`src/rtl/status_bram_wr_ctrl.sv`:
```
// Status-record BRAM write controller: splits one DATA_W record into 32-bit BRAM beats,
// waits a fixed settle time, then pulses wr_done; keeps write/drop statistics.
module status_bram_wr_ctrl #(
  parameter int DATA_W  = 64,
  parameter int BRAM_AW = 12,
  parameter int WR_LAT  = 2
) (
  input  logic               clk,
  input  logic               rst_n,
  input  logic               wr_start,
  input  logic [31:0]        wr_addr,
  input  logic [DATA_W-1:0]  wr_data,
  output logic               wr_done,
  output logic               busy,
  output logic               bram_en,
  output logic [3:0]         bram_we,
  output logic [BRAM_AW-1:0] bram_addr,
  output logic [31:0]        bram_wdata,
  input  logic               clear_stats,
  output logic [15:0]        wr_count,
  output logic [7:0]         drop_cnt
);

  localparam int BEATS = DATA_W / 32;

  typedef enum logic [1:0] {IDLE, BEAT, WAIT, DONE} state_t;

  state_t            state;
  logic              k;
  logic [3:0]        lat;
  logic [31:0]       addr_q;
  logic [DATA_W-1:0] data_q;
  logic              accept;
  logic              drop;
  logic              last_beat;

  assign accept    = wr_start && (state == IDLE || state == DONE);
  assign drop      = wr_start && (state == BEAT || state == WAIT);
  assign last_beat = (k == 1'(BEATS - 1));

  function automatic logic [BRAM_AW-1:0] beat_addr(input logic [31:0] a, input logic idx);
    return BRAM_AW'(a * 32'(BEATS) + 32'(idx));
  endfunction

  function automatic logic [31:0] beat_word(input logic [DATA_W-1:0] d, input logic idx);
    return (idx && BEATS == 2) ? d[DATA_W-1 -: 32] : d[31:0];
  endfunction

  // Record capture: payload registers need no reset, they are only read after an accept.
  always_ff @(posedge clk) begin
    if (accept) begin
      addr_q <= wr_addr;
      data_q <= wr_data;
    end
  end

  // Transfer FSM; beat 0 is launched straight from the request so it appears one cycle later.
  always_ff @(posedge clk or negedge rst_n) begin
    if (!rst_n) begin
      state      <= IDLE;
      k          <= 1'b0;
      lat        <= 4'd0;
      wr_done    <= 1'b0;
      busy       <= 1'b0;
      bram_en    <= 1'b0;
      bram_we    <= 4'h0;
      bram_addr  <= '0;
      bram_wdata <= 32'd0;
    end else begin
      wr_done <= 1'b0;
      case (state)
        IDLE, DONE: begin
          if (wr_start) begin
            state      <= BEAT;
            k          <= 1'b0;
            busy       <= 1'b1;
            bram_en    <= 1'b1;
            bram_we    <= 4'hF;
            bram_addr  <= beat_addr(wr_addr, 1'b0);
            bram_wdata <= wr_data[31:0];
          end else begin
            state <= IDLE;
          end
        end
        BEAT: begin
          if (last_beat) begin
            bram_en <= 1'b0;
            bram_we <= 4'h0;
            if (WR_LAT > 0) begin
              state <= WAIT;
              lat   <= 4'd0;
            end else begin
              state   <= DONE;
              busy    <= 1'b0;
              wr_done <= 1'b1;
            end
          end else begin
            k          <= 1'b1;
            bram_addr  <= beat_addr(addr_q, 1'b1);
            bram_wdata <= beat_word(data_q, 1'b1);
          end
        end
        WAIT: begin
          if (lat == 4'(WR_LAT - 1)) begin
            state   <= DONE;
            busy    <= 1'b0;
            wr_done <= 1'b1;
          end else begin
            lat <= lat + 4'd1;
          end
        end
        default: state <= IDLE;
      endcase
    end
  end

  // Statistics: clear has priority over any increment in the same cycle.
  always_ff @(posedge clk or negedge rst_n) begin
    if (!rst_n) begin
      wr_count <= 16'd0;
      drop_cnt <= 8'd0;
    end else if (clear_stats) begin
      wr_count <= 16'd0;
      drop_cnt <= 8'd0;
    end else begin
      if (state == DONE)
        wr_count <= wr_count + 16'd1;
      if (drop && drop_cnt != 8'hFF)
        drop_cnt <= drop_cnt + 8'd1;
    end
  end

endmodule
```
`config.mk`:
```
export PLATFORM = sky130hd
export DESIGN_NAME = status_bram_wr_ctrl
export DESIGN_NICKNAME = d
export VERILOG_FILES = /design/src/rtl/status_bram_wr_ctrl.sv
export SDC_FILE = /design/constraint.sdc
export NUM_CORES = 1
export LEC_CHECK = 0
export ABC_AREA = 1
export CORE_ASPECT_RATIO = 1.5
export CORE_MARGIN = 4
export CORE_UTILIZATION = 46
export DETAILED_ROUTE_END_ITERATION = 10
export GPL_TIMING_DRIVEN = 0
export PLACE_DENSITY = 0.8
export RECOVER_POWER = 50
export SYNTH_ARGS = -nofsm -noshare
export SYNTH_HDL_FRONTEND = slang
export SYNTH_SLANG_ARGS = --single-unit
```
`constraint.sdc`:
```
create_clock -name clk -period 2.9 [get_ports clk]
set_clock_uncertainty 0.05 [all_clocks]
set_input_delay 0.58 -clock clk [delete_from_list [all_inputs] [get_ports clk]]
set_output_delay 0.58 -clock clk [all_outputs]
set_load 0.01 [all_outputs]
```
**Yosys cells after proc, flatten, opt, wreduce, memory -nomap -nowiden**

Cells that the tools add are included.
Widths: inputs -> output; s select.

- Register bits: 157
- Input bits: 100
- Output and inout port bits: 75

- Add/subtract/negate cells: 4
- Equality and inequality tests: 10
- Muxes and demuxes: 28
- Bitwise gates (word level): 1
- Reductions and logical operators: 17

Operator list:

| operator | count |
|---|---|
| $mux 32 | 2 |
| $pmux 32 s2 | 1 |
| $mux 16 | 2 |
| $mux 12 | 2 |
| $pmux 12 s2 | 1 |
| $add 16x1->16 const B | 1 |
| $mux 8 | 2 |
| $pmux 4 s2 | 2 |
| $add 12x1->12 const B | 1 |
| $mux 4 | 3 |
| $reduce_and 3->1 | 4 |
| $add 8x1->8 const B | 1 |
| $ne 2x2->1 const B | 4 |
| $ne 8x8->1 const B | 1 |
| $reduce_bool 2->1 | 4 |
| $mux 1 | 7 |
| $pmux 1 s2 | 3 |
| $pmux 2 s3 | 1 |
| $add 4x1->4 const B | 1 |
| $eq 2x2->1 const B | 2 |
| $eq 4x1->1 const B | 1 |
| $mux 2 | 2 |
| $reduce_and 2->1 | 2 |
| $logic_and 1x1->1 | 3 |
| other kinds (6) | 7 |

**Logic depth before layout (Yosys ltp)**

- Word-level depth: 6
- Mapped depth: 9
- Mapped depth without buffers: 9

**Least setup slack after synthesis**

No wires, ideal clock.

- Path type: register to register
- From: reg state[0]
- To: reg addr_q[0] (enable)
- Library setup time: 399 ps
- Data arrival time: 1706 ps
- Slack: 745 ps
- Cell stages (with the launch flop): 5
- Path buffers: 0
- Clock period less this slack: 2155 ps
- Path through: dfrtp_1 -> inv_1 -> ha_1 -> nand2_1 -> inv_1

- Cells in the longest elaborated chain, start to end: 3
- Elaborated cells between the ends (all ways): 4

Ends and longest elaborated chain:

| element | line | source |
|---|---|---|
| start, declared | 28 | `state_t state;` |
| start signal, assigned | 60 | `state <= IDLE;` |
| start signal, assigned | 74 | `state <= BEAT;` |
| start signal, assigned | 82 | `state <= IDLE;` |
| $eq 2x2->1 or $logic_not 2->1 (tied branches) | 37 | `assign accept = wr_start && (state == IDLE \|\| state == DONE);` |
| $logic_or 1x1->1 (*) | 37 |  |
| $logic_and 1x1->1 (*) | 37 |  |
| via accept | 33 | `logic accept;` |
| end signal, assigned | 52 | `addr_q <= wr_addr;` |
| end, declared | 31 | `logic [31:0] addr_q;` |

The timed path passes the listed nets; every way through them passes the cells marked *.
A chain may end at the register's enable or synchronous reset.

==> impl_metrics.ini <==
[synthesis]
synth_top_family_by_area = simple AND/OR/NAND/NOR gates
synthSimpleGateAreaFrac_pct = 16.7
mappedNetlistArea_um2 = 5270
yosysUniqueCellTypes = 29
synth_seq_area_share_pct = 61.6
avgSynthCellArea_um2 = 9.88
synth_xor_area_share_pct = 0.665
yosys-mux-area-fraction_pct = 0
netlist_instances = 533
synthesis.nets = 640
synth_compound_area_share_pct = 13.8
synth-seq-cells = 121
ys_warn_count = 0
synthAdderAreaFrac_pct = 1.66

[setup_path]
rr_endpoint = state[0]$_DFFE_PN0P_
worst_r2r_path_depth = 7
r2r_slack_ns = 0.72
critPathMaxFanout = 67
path_class = primary input to async pin
critical_path_required_ns = 3.25
cp-end-kind = async pin
r2r_start = state[0]$_DFFE_PN0P_
critPathArrivalTime_ns = 2.57
startpoint_type = primary input

[grt]
grt_util_all_layers_pct = 21.3
grt_antenna_before_repair = 0
grt_pass1_vias = 4593
grt_max_degree = 68
grt_pass1_wl_mm = 21.9
grt_overflow = 0

[layout]
final_util_pct = 68.3
area_growth_pct = 44.1
layout_commonest_cell = nor2_1
postLayoutCellArea_um2 = 7590
drive_gt1_share_pct = 7.49
final_cell_mix = 126 x nor2_1, 108 x clkdlybuf4s50_1, 78 x dfrtp_1
fill_cells = 815
nets = 815
register_area_um2 = 3240
multiInputGateArea_um2 = 1720
diodes = 0

[floorplan]
ios = 175
design.die.area_um2 = 13300
core_um2 = 11100
rows = 47
fp.dieH_um = 139
initial_core_util_pct = 47.4
die_w_um = 95.4

[route]
drc_errors = 0
first_iter_violations = 148
routed_wl_mm = 13.9
vias_per_cell = 5.15
wl_per_cell_um = 16.0
antenna_left = 0
vias = 4474
drt_pass1_iterations = 4

[clock_network]
cts_max_path_buffers = 2
cts_resized = 0
clkSinkCount = 121
htree_levels = 4
cts_inserted_buffers = 17
clkSlewWorstSetupHoldPaths_ns = 0.06
cts_tree = done
cts-root-buf = clkbuf_16
clk_latency_ns = 0.41

[pwr]
vdd_ir_drop_max_v = 0.000701
powerDensity_nw_per_um2 = 1070
leakage_nw = 3.14
power_mw = 8.15

[flow_run]
cap_violations = 0

[sta]
drv_slew = 0
post-route-period-util_pct = 76.8
slew_headroom_pct = 36.2
hold_viol = 0
period_needed_ns = 2.23
finalSetupViolations = 0
grt_setup_unrepaired = false
worst_pin_slew_ns = 0.957
max_freq_mhz = 449

[outcome]
outcome = finished, final reports clean

[placed_design]
placed_area_um2 = 7030
gp_congestion = 0.848
port_buffers = 153
place.detailed.hpwl_mm = 10.0

[min_path]
min_from = bram_wdata[4]$_DFFE_PN0P_
whs_endpoint = bram_wdata[4]$_DFFE_PN0P_
hold_class = register to register
min_path_cells = 1
cell type report:
class / count / area share (%)
well taps: 147 / 2.42
plain buffers: 24 / 1.95
clock inverters: 15 / 2.23
repair buffers: 156 / 20.6
flip-flops and latches: 121 / 42.7
multi-input cells: 350 / 22.6
inverters: 38 / 1.88
clock buffers: 17 / 5.61
timing repair:
action / CTS / global route
buffers inserted: 0 / 0
hold buffers: 1 / 0
endpoints found under the setup margin: 0 / 0
endpoints found under the hold margin: 11 / 0
layer usage:
layer | vias to the layer above | wire length, um | GRT usage (%) | part of all wire (%)
met5 | - | 0 | 0 | 0
met4 | 0 | 235 | 8.17 | 1.7
met3 | 24 | 976 | 6.41 | 7.0
met2 | 176 | 7480 | 37.8 | 54
met1 | 2149 | 5180 | 23.2 | 37
li1 | 2125 | - | - | -
flip-flops by register name, indices dropped and copies added (netlist names), 2 cells and up:
signal	count
bram_wdata	32
drop_cnt	8
lat	4
state	2
bram_addr	12
wr_count	16
addr_q	11
data_q	32
synthesized netlist by cell type:
library cell	number	area share, %
dfrtp_1	78	37
buf_2	8	0.76
nand4_1	8	0.95
nand3_1	15	1.4
o21a_1	43	6.1
a21oi_1	9	0.86
and2_1	1	0.12
o21ai_1	4	0.38
o21bai_1	1	0.14
inv_2	1	0.071
clkbuf_1	2	0.14
nor2_1	124	8.8
o21ai_0	58	5.5
nor2_4	1	0.21
nand2_1	65	4.6
nor3_1	2	0.19
nand3b_1	1	0.14
xor2_1	2	0.33
nor2_2	2	0.24
a21oi_2	2	0.33
buf_6	3	0.64
edfxtp_1	43	25
buf_1	3	0.21
buf_4	8	1.1
ha_1	7	1.7
o21ai_2	1	0.17
inv_1	37	2.6
xnor2_1	2	0.33
o22ai_1	2	0.24
cell families after synthesis:
group,after synthesis
fa+ha+maj,7
flops,121
simple gates,219
compound gates,120
buf+inv,62
xor+xnor,4
where the power goes:
group / internal [mW] / total (mW) / switching [mW]
sequential: 2.42 / 2.73 / 0.312
clock: 1.28 / 2.09 / 0.808
combinational: 1.57 / 3.32 / 1.76
total: 5.27 / 8.15 / 2.88
worst max path at each step:
stage,start,endpoint,cells after the start
after floorplan,state[0]$_DFFE_PN0P_,addr_q[0]$_DFFE_PP_,4
after global placement,rst_n,bram_wdata[0]$_DFFE_PN0P_,1
after detailed placement,wr_start,bram_wdata[12]$_DFFE_PN0P_,8
after CTS,bram_we[2]$_DFFE_PN0P_,bram_we[0],2
after global routing,rst_n,bram_addr[10]$_DFFE_PN0P_,3
final,rst_n,bram_wdata[22]$_DFFE_PN0P_,3
per-stage QoR:
step,setup TNS (ns),cells,setup WS [ns],hold WS (ns)
after floorplan,0,533,0.745,0.234
after global placement,-139.60,833,-1.75,0.423
after detailed placement,0,835,0.614,0.394
after CTS,0,868,0.717,0.443
after global routing,0,868,0.348,0.459
final,0,868,0.673,0.438
critical path, cell delays in order:
cell           delay (ns)
dlygate4sd3_1        0.52
clkbuf_1             0.52
clkbuf_4             0.93
Power figures use the tool's default switching activity.
